===== config.mk =====
export PLATFORM = sky130hd
export DESIGN_NAME = tabela_verdade_ctrl
export DESIGN_NICKNAME = d
export VERILOG_FILES = /design/src/rtl/tabela_verdade_ctrl.sv
export SDC_FILE = /design/constraint.sdc
export NUM_CORES = 1
export LEC_CHECK = 0
export CORE_ASPECT_RATIO = 0.9
export CORE_UTILIZATION = 51
export DETAILED_ROUTE_END_ITERATION = 10
export PLACE_DENSITY = 0.73
export SYNTH_ARGS = -nofsm -noshare
export SYNTH_HDL_FRONTEND = slang
export SYNTH_HIERARCHICAL = 1
export SYNTH_SLANG_ARGS = --single-unit

===== constraint.sdc =====
create_clock -name clk -period 1.9 [get_ports clk]
set_clock_uncertainty 0.2 [all_clocks]
set_input_delay 0.38 -clock clk [delete_from_list [all_inputs] [get_ports clk]]
set_output_delay 0.38 -clock clk [all_outputs]
set_load 0.05 [all_outputs]

===== src/rtl/tabela_verdade_ctrl.sv =====
// Truth-table sweep sequencer: walks every input combination on vars_o and builds per-function
// minterm masks/counts. Optional EQUIV_CHECK_EN adds a registered mask-equality comparator.

module tvc_lane #(
  parameter int N_VARS = 4
) (
  input  logic                     clk,
  input  logic                     rst_n,
  input  logic                     clr,
  input  logic                     cap,
  input  logic [N_VARS-1:0]        idx,
  input  logic                     f,
  output logic [(1<<N_VARS)-1:0]   mask,
  output logic [N_VARS:0]          count
);
  always_ff @(posedge clk or negedge rst_n) begin
    if (!rst_n) begin
      mask  <= '0;
      count <= '0;
    end else if (clr) begin
      mask  <= '0;
      count <= '0;
    end else if (cap) begin
      mask[idx] <= f;
      count     <= count + {{N_VARS{1'b0}}, f};
    end
  end
endmodule

module tabela_verdade_ctrl #(
  parameter int N_VARS  = 4,
  parameter int N_FUNCS = 5
) (
  input  logic                     clk,
  input  logic                     rst_n,
  input  logic                     start,
  input  logic                     abort,
  output logic [N_VARS-1:0]        vars_o,
  input  logic [N_FUNCS-1:0]       f_i,
  output logic                     busy,
  output logic                     done,
  output logic                     valid,
  input  logic [2:0]               rd_sel,
  output logic [(1<<N_VARS)-1:0]   rd_mask,
  output logic [N_VARS:0]          rd_count
`ifdef EQUIV_CHECK_EN
  ,
  input  logic [2:0]               cmp_a,
  input  logic [2:0]               cmp_b,
  output logic                     equiv
`endif
);
  localparam int N_COMB = 1 << N_VARS;
  localparam logic [N_VARS-1:0] LAST = '1;

  typedef enum logic [1:0] {S_IDLE, S_SWEEP, S_DONE} state_t;

  state_t                              state;
  logic [N_VARS-1:0]                   idx;
  logic                                clr, cap;
  logic [N_FUNCS-1:0][N_COMB-1:0]      masks;
  logic [N_FUNCS-1:0][N_VARS:0]        counts;

  // abort beats both a new start and the capture of the current combination
  assign clr    = (state != S_SWEEP) && start && !abort;
  assign cap    = (state == S_SWEEP) && !abort;
  assign vars_o = idx;

  always_ff @(posedge clk or negedge rst_n) begin
    if (!rst_n) begin
      state <= S_IDLE;
      idx   <= '0;
      busy  <= 1'b0;
      done  <= 1'b0;
      valid <= 1'b0;
    end else begin
      done <= 1'b0;
      case (state)
        S_IDLE, S_DONE: if (start && !abort) begin
          state <= S_SWEEP;
          idx   <= '0;
          busy  <= 1'b1;
          valid <= 1'b0;
        end
        S_SWEEP: begin
          if (abort) begin
            state <= S_IDLE;
            idx   <= '0;
            busy  <= 1'b0;
            valid <= 1'b0;
          end else if (idx == LAST) begin
            state <= S_DONE;
            idx   <= '0;
            busy  <= 1'b0;
            done  <= 1'b1;
            valid <= 1'b1;
          end else begin
            idx <= idx + 1'b1;
          end
        end
        default: state <= S_IDLE;
      endcase
    end
  end

  for (genvar k = 0; k < N_FUNCS; k++) begin : g_lane
    tvc_lane #(.N_VARS(N_VARS)) u_lane (
      .clk   (clk),
      .rst_n (rst_n),
      .clr   (clr),
      .cap   (cap),
      .idx   (idx),
      .f     (f_i[k]),
      .mask  (masks[k]),
      .count (counts[k])
    );
  end

  always_comb begin
    rd_mask  = '0;
    rd_count = '0;
    for (int k = 0; k < N_FUNCS; k++) begin
      if (rd_sel == 3'(k)) begin
        rd_mask  = masks[k];
        rd_count = counts[k];
      end
    end
  end

`ifdef EQUIV_CHECK_EN
  logic [N_COMB-1:0] mask_a, mask_b;
  logic              ok_a, ok_b;

  always_comb begin
    mask_a = '0;
    mask_b = '0;
    ok_a   = 1'b0;
    ok_b   = 1'b0;
    for (int k = 0; k < N_FUNCS; k++) begin
      if (cmp_a == 3'(k)) begin
        mask_a = masks[k];
        ok_a   = 1'b1;
      end
      if (cmp_b == 3'(k)) begin
        mask_b = masks[k];
        ok_b   = 1'b1;
      end
    end
  end

  always_ff @(posedge clk or negedge rst_n) begin
    if (!rst_n) equiv <= 1'b0;
    else        equiv <= valid && ok_a && ok_b && (mask_a == mask_b);
  end
`endif
endmodule

* After elaboration in Yosys (flattened, before gate mapping)
Cells that the tools add are included.
W data, S select, Z words.
** Cells by class
- Add/subtract/negate cells :: 6
- $lt $le $gt $ge :: 2
- Equal/unequal tests :: 10
- Muxes and demuxes :: 56
- Reduce and logical (&&, ||, !) cells :: 14
** Operator list (count)
- $mux W16 :: 15
- $bwmux W16 :: 5
- $mux W5 :: 15
- $add A5 B1 Y5 :: 5
- $mux W4 :: 3
- $mux W1 :: 10
- $pmux W4 S2 :: 1
- $eq A3 B2 Y1 const B :: 2
- $mux W2 :: 3
- $logic_and A1 B1 Y1 :: 5
- $lt A4 B5 Y1 const B :: 1
- $add A4 B1 Y4 const B :: 1
- $demux W1 S4 :: 1
- $eq A4 B4 Y1 const B :: 1
- $ge A4 B1 Y1 const B :: 1
- $pmux W1 S2 :: 2
- $pmux W2 S2 :: 1
- $reduce_and A2 Y1 :: 2
- $reduce_bool A2 Y1 :: 2
- $eq A3 B1 Y1 const B :: 1
- $eq A3 B3 Y1 const B :: 1
- $logic_not A3 Y1 :: 1
- $ne A3 B2 Y1 const B :: 1
- $reduce_and A3 Y1 :: 1
- 7 further kinds :: 7
** Word-level totals
- Bits in registers :: 114
- Input port bits :: 12
- Output and inout port bits :: 28
- Logic and storage cells :: 103

* Logic depth before layout (Yosys ltp)
- Depth in word-level cells :: 7
- Mapped depth :: 6
- Mapped depth without buffers :: 5

* Hierarchy
Netlist, hierarchy kept.
** By module, submodules not included
- tvc_lane :: instances 5, cells each 97, area each 1058.5 um2, sequential area each 525.5 um2
- tabela_verdade_ctrl :: instances 1, cells each 137, area each 1224.9 um2, sequential area each 225.2 um2

* Least setup slack after synthesis
Ideal clock, no wire load.
- Path kind :: input-to-output
- From :: input rd_sel[0]
- To :: output rd_count[2]
- Arrival :: 1.750 ns
- Required time :: 1.320 ns
- Setup slack :: -0.430 ns
- Stages on the path :: 5
- Path buffers :: 2
- Cell sequence :: buf_2 -> nor2b_1 -> buf_2 -> a2bb2oi_1 -> o22ai_1
** On the way
- Cells in the longest elaborated chain, start to end :: 6
- Elaborated cells on any way between the ends :: 10
- Classes of those cells :: eq/ne: 4; mux: 5; reduce/logical: 1
** Ends and longest elaborated chain
- from (decl) :: RTL line 43 : input logic [2:0] rd_sel,
- $logic_not A3 Y1 :: RTL line 123 : if (rd_sel == 3'(k)) begin
- $mux W5 (4 in a row) :: RTL line 123
- $mux W5 (*) :: RTL line 123
- to (decl) :: RTL line 45 : output logic [N_VARS:0] rd_count
Mark *: on every way between the ends. The rest lies on a longest branch, timed or not.

* Final worst setup path
- From :: input rd_sel[2]
- To :: output rd_mask[1]
** On the way
- Cells in the longest elaborated chain, start to end :: 6
- Elaborated cells on any way between the ends :: 10
- Classes of those cells :: eq/ne: 4; mux: 5; reduce/logical: 1
** Ends and longest elaborated chain
- $logic_not A3 Y1 :: RTL line 123
- $mux W16 (4 in a row) :: RTL line 123
- $mux W16 (*) :: RTL line 123
- to (decl) :: RTL line 44 : output logic [(1<<N_VARS)-1:0] rd_mask,
Marked as above.

==> reports/qor.csv <==
metric,value,unit
wl,20.2,mm
die-width,121,µm
reg2reg_depth,5,
timing.final.ws_setup,-0.278,ns
fmax,459,MHz
fin_crit,2.18,ns
grt_overflow,0,
status,finished with violations,
cpPeakStageDelay,0.29,ns
crit_buf_inv,4,
stdcell_count,887,
crit_arrival,1.60,ns
start_util,53.1,%
worstSetupStartpoint,rd_sel[2],
power.density,816,mW/mm²
grt_max_degree,37,
setup-violations-final,25,
grt.busiest_layer,met2,
synth_nets,645,
multi_input_area,0.00405,mm²
gr-usage-met2,50.3,%
antenna_found_initial,0,
drtIter0Drc,429,
num_vias,5374,
die-area,0.0132,mm²
cts-buffers-inserted,17,
r2r-start,state[1]$_DFFE_PN0P_,
syn_avg_cell_area,10.5,µm²
slew_violations,0,
htreeDepth,4,
synth-seq-cells,114,
placedCellCount,822,
cp.depth,7,
grt_util_met1,38.0,%
crit_top_cell,buf_12,
postSynthCellCount,622,
slowest_stage,a2bb2oi_2,
p_leak,4.46,nW
grt_pass1_wl,30.0,mm
power,7.62,mW
drive_gt1_share,30.8,%
insertion_delay,0.41,ns
place_hpwl,11.4,mm
layout.nets,738,
firstDrtPassIters,5,
path_clk_slew,0.05,ns
num_io_pins,40,
worst-r2r-setup-slack,-0.03,ns
rows,38,
violations,setup timing,
syn2layout_area_growth,43.3,%
crit_type,input pin to output pin,
vias_per_cell,6.06,
die_y,109,µm
rsz0062_at_grt,true,
mostFrequentLayoutCells,"mux2i_1 (111), dfrtp_1 (110), nand2b_1 (87)",
reg2reg_to,g_lane[1].u_lane/mask[4]$_DFFE_PN0P_,
relSlewSlack,69.4,%
numClockSinks,114,
path_max_fanout,8,
drc,0,
post-place-ws,-0.699,ns
nFillCells,741,
grt_usage,30.6,%
worstSetupEndpoint,rd_mask[1],
setup_tns,-4.01,ns
fin_crit_sh,115,%
ir_drop,637,µV
gp_congestion,0.836,
ant_nets,0,
clk_path_buf_depth,2,
met3_usage,9.15,%
netlist_area,0.00652,mm²
hold_ws,0.267,ns
cp-start-kind,input pin,
finalHoldViolCount,0,
place.port_buffers,39,
wl_per_cell,22.7,µm
critPathTopFamily,buffers and inverters,
endpoint_kind,output pin,
cts_tree,done,
ys_seq_area_share,43.8,%
yosysUniqueCellTypes,33,
crit_path_cell_trace,buf_8 > buf_12 > buf_12 > mux2i_2 > a2bb2oi_2 > o22ai_4 > buf_12,
cp_data_required_time,1.32,ns
root_buffer,clkbuf_16,
coreArea,0.0123,mm²
grt_pass1_vias,5514,
seq_area,0.00286,mm²
hp-class,input pin to async pin,
yosys_warnings,6,
worst_pin_slew,0.447,ns
final_common_cell,mux2i_1,
cap_violations,0,
diodes,0,
[flip-flops by register name, indices dropped and copies added (netlist names)]
register / flops
done: 1
busy: 1
vars_o: 4
state: 2
g_lane.u_lane/count: 25
valid: 1
g_lane.u_lane/mask: 80
[worst min-delay path by stage]
stage | startpoint | end | slack, ns | cells after the start
after global placement | rst_n | g_lane[2].u_lane/count[1]$_DFFE_PN0P_ | 0.16 | 1
after CTS | rst_n | g_lane[2].u_lane/count[2]$_DFFE_PN0P_ | 0.27 | 2
final | rst_n | g_lane[2].u_lane/count[2]$_DFFE_PN0P_ | 0.27 | 2
after global routing | rst_n | g_lane[3].u_lane/count[2]$_DFFE_PN0P_ | 0.30 | 2
after detailed placement | rst_n | g_lane[2].u_lane/count[2]$_DFFE_PN0P_ | 0.16 | 1
after floorplan | rst_n | busy$_DFFE_PN0P_ | -0.12 | 0
[Yosys cell counts]
cell	count	area (µm²)
and3_1	5	31.3
and3b_1	10	87.6
nand2_1	67	251
a22o_1	1	8.76
nor2b_1	3	18.8
a2bb2oi_1	21	184
nor3b_4	5	93.8
or2_2	1	6.26
a31o_2	1	8.76
nand2b_1	87	544
buf_2	17	85.1
buf_6	5	56.3
dfrtp_1	114	2850
ha_1	11	138
nand4_1	10	62.6
nor2_1	32	120
o22ai_1	22	138
o21ai_0	2	10.0
a31oi_1	1	6.26
mux2i_1	133	1330
nor3b_1	1	7.51
inv_1	2	7.51
buf_4	2	15.0
clkbuf_1	15	56.3
nand3_2	5	50.1
o2bb2ai_1	1	8.76
o21ba_1	1	10.0
nand3_1	18	90.1
xor2_1	15	131
a21o_1	2	15.0
or3b_4	1	11.3
and2b_1	10	75.1
clkinv_2	1	5.00
[routing by layer]
metal,wire [µm],vias up
li1,-,2373
met1,8440,2719
met2,9870,229
met3,1350,53
met4,512,0
met5,0,-
[final cells by class]
cell class              instances  area share [%]
well taps                     160            2.14
inverters                       3           0.255
multi-input cells             466            43.4
flip-flops and latches        114            30.6
repair buffers                111            16.7
clock buffers                  19            4.74
repair inverters                2           0.188
clock inverters                12            2.01
[power by group]
part | total (mW) | leakage, nW | switching [mW] | internal [mW]
clock | 3.45 | 0.312 | 1.11 | 2.34
combinational | 1.48 | 2.58 | 0.791 | 0.693
sequential | 2.69 | 1.57 | 0.134 | 2.55
[per-stage QoR]
stage / instance area [µm²] / utilization, %
final: 9340 / 76.1
after global routing: 9340 / 76.1
after CTS: 9170 / 74.8
after detailed placement: 7830 / 63.8
after global placement: 7830 / 63.8
after floorplan: 6660 / -
[worst reg2reg max path, delay by kind of cell (launching register included)]
family        cells  cell delay, ns
mux               1            0.21
flops             1            0.38
simple gates      3            0.92
buf+inv           1            0.12
[cells by family after synthesis]
family	synth area share, %
DFF	43.8
adders and majority gates	2.11
buffers and inverters	3.46
xor gates and xnor gates	2.02
AOI/OAI and AO/OA	5.97
and+or+nand+nor	22.3
muxes	20.4
[timing repair]
item,in CTS,in global routing
resized for setup,89,19
gates cloned,4,3
endpoints found under the hold margin,28,0
setup endpoints to repair,48,63
buffers inserted,21,7
hold buffers,1,0
pin swaps,22,5
Note: power is estimated with default switching activity, not from simulation.
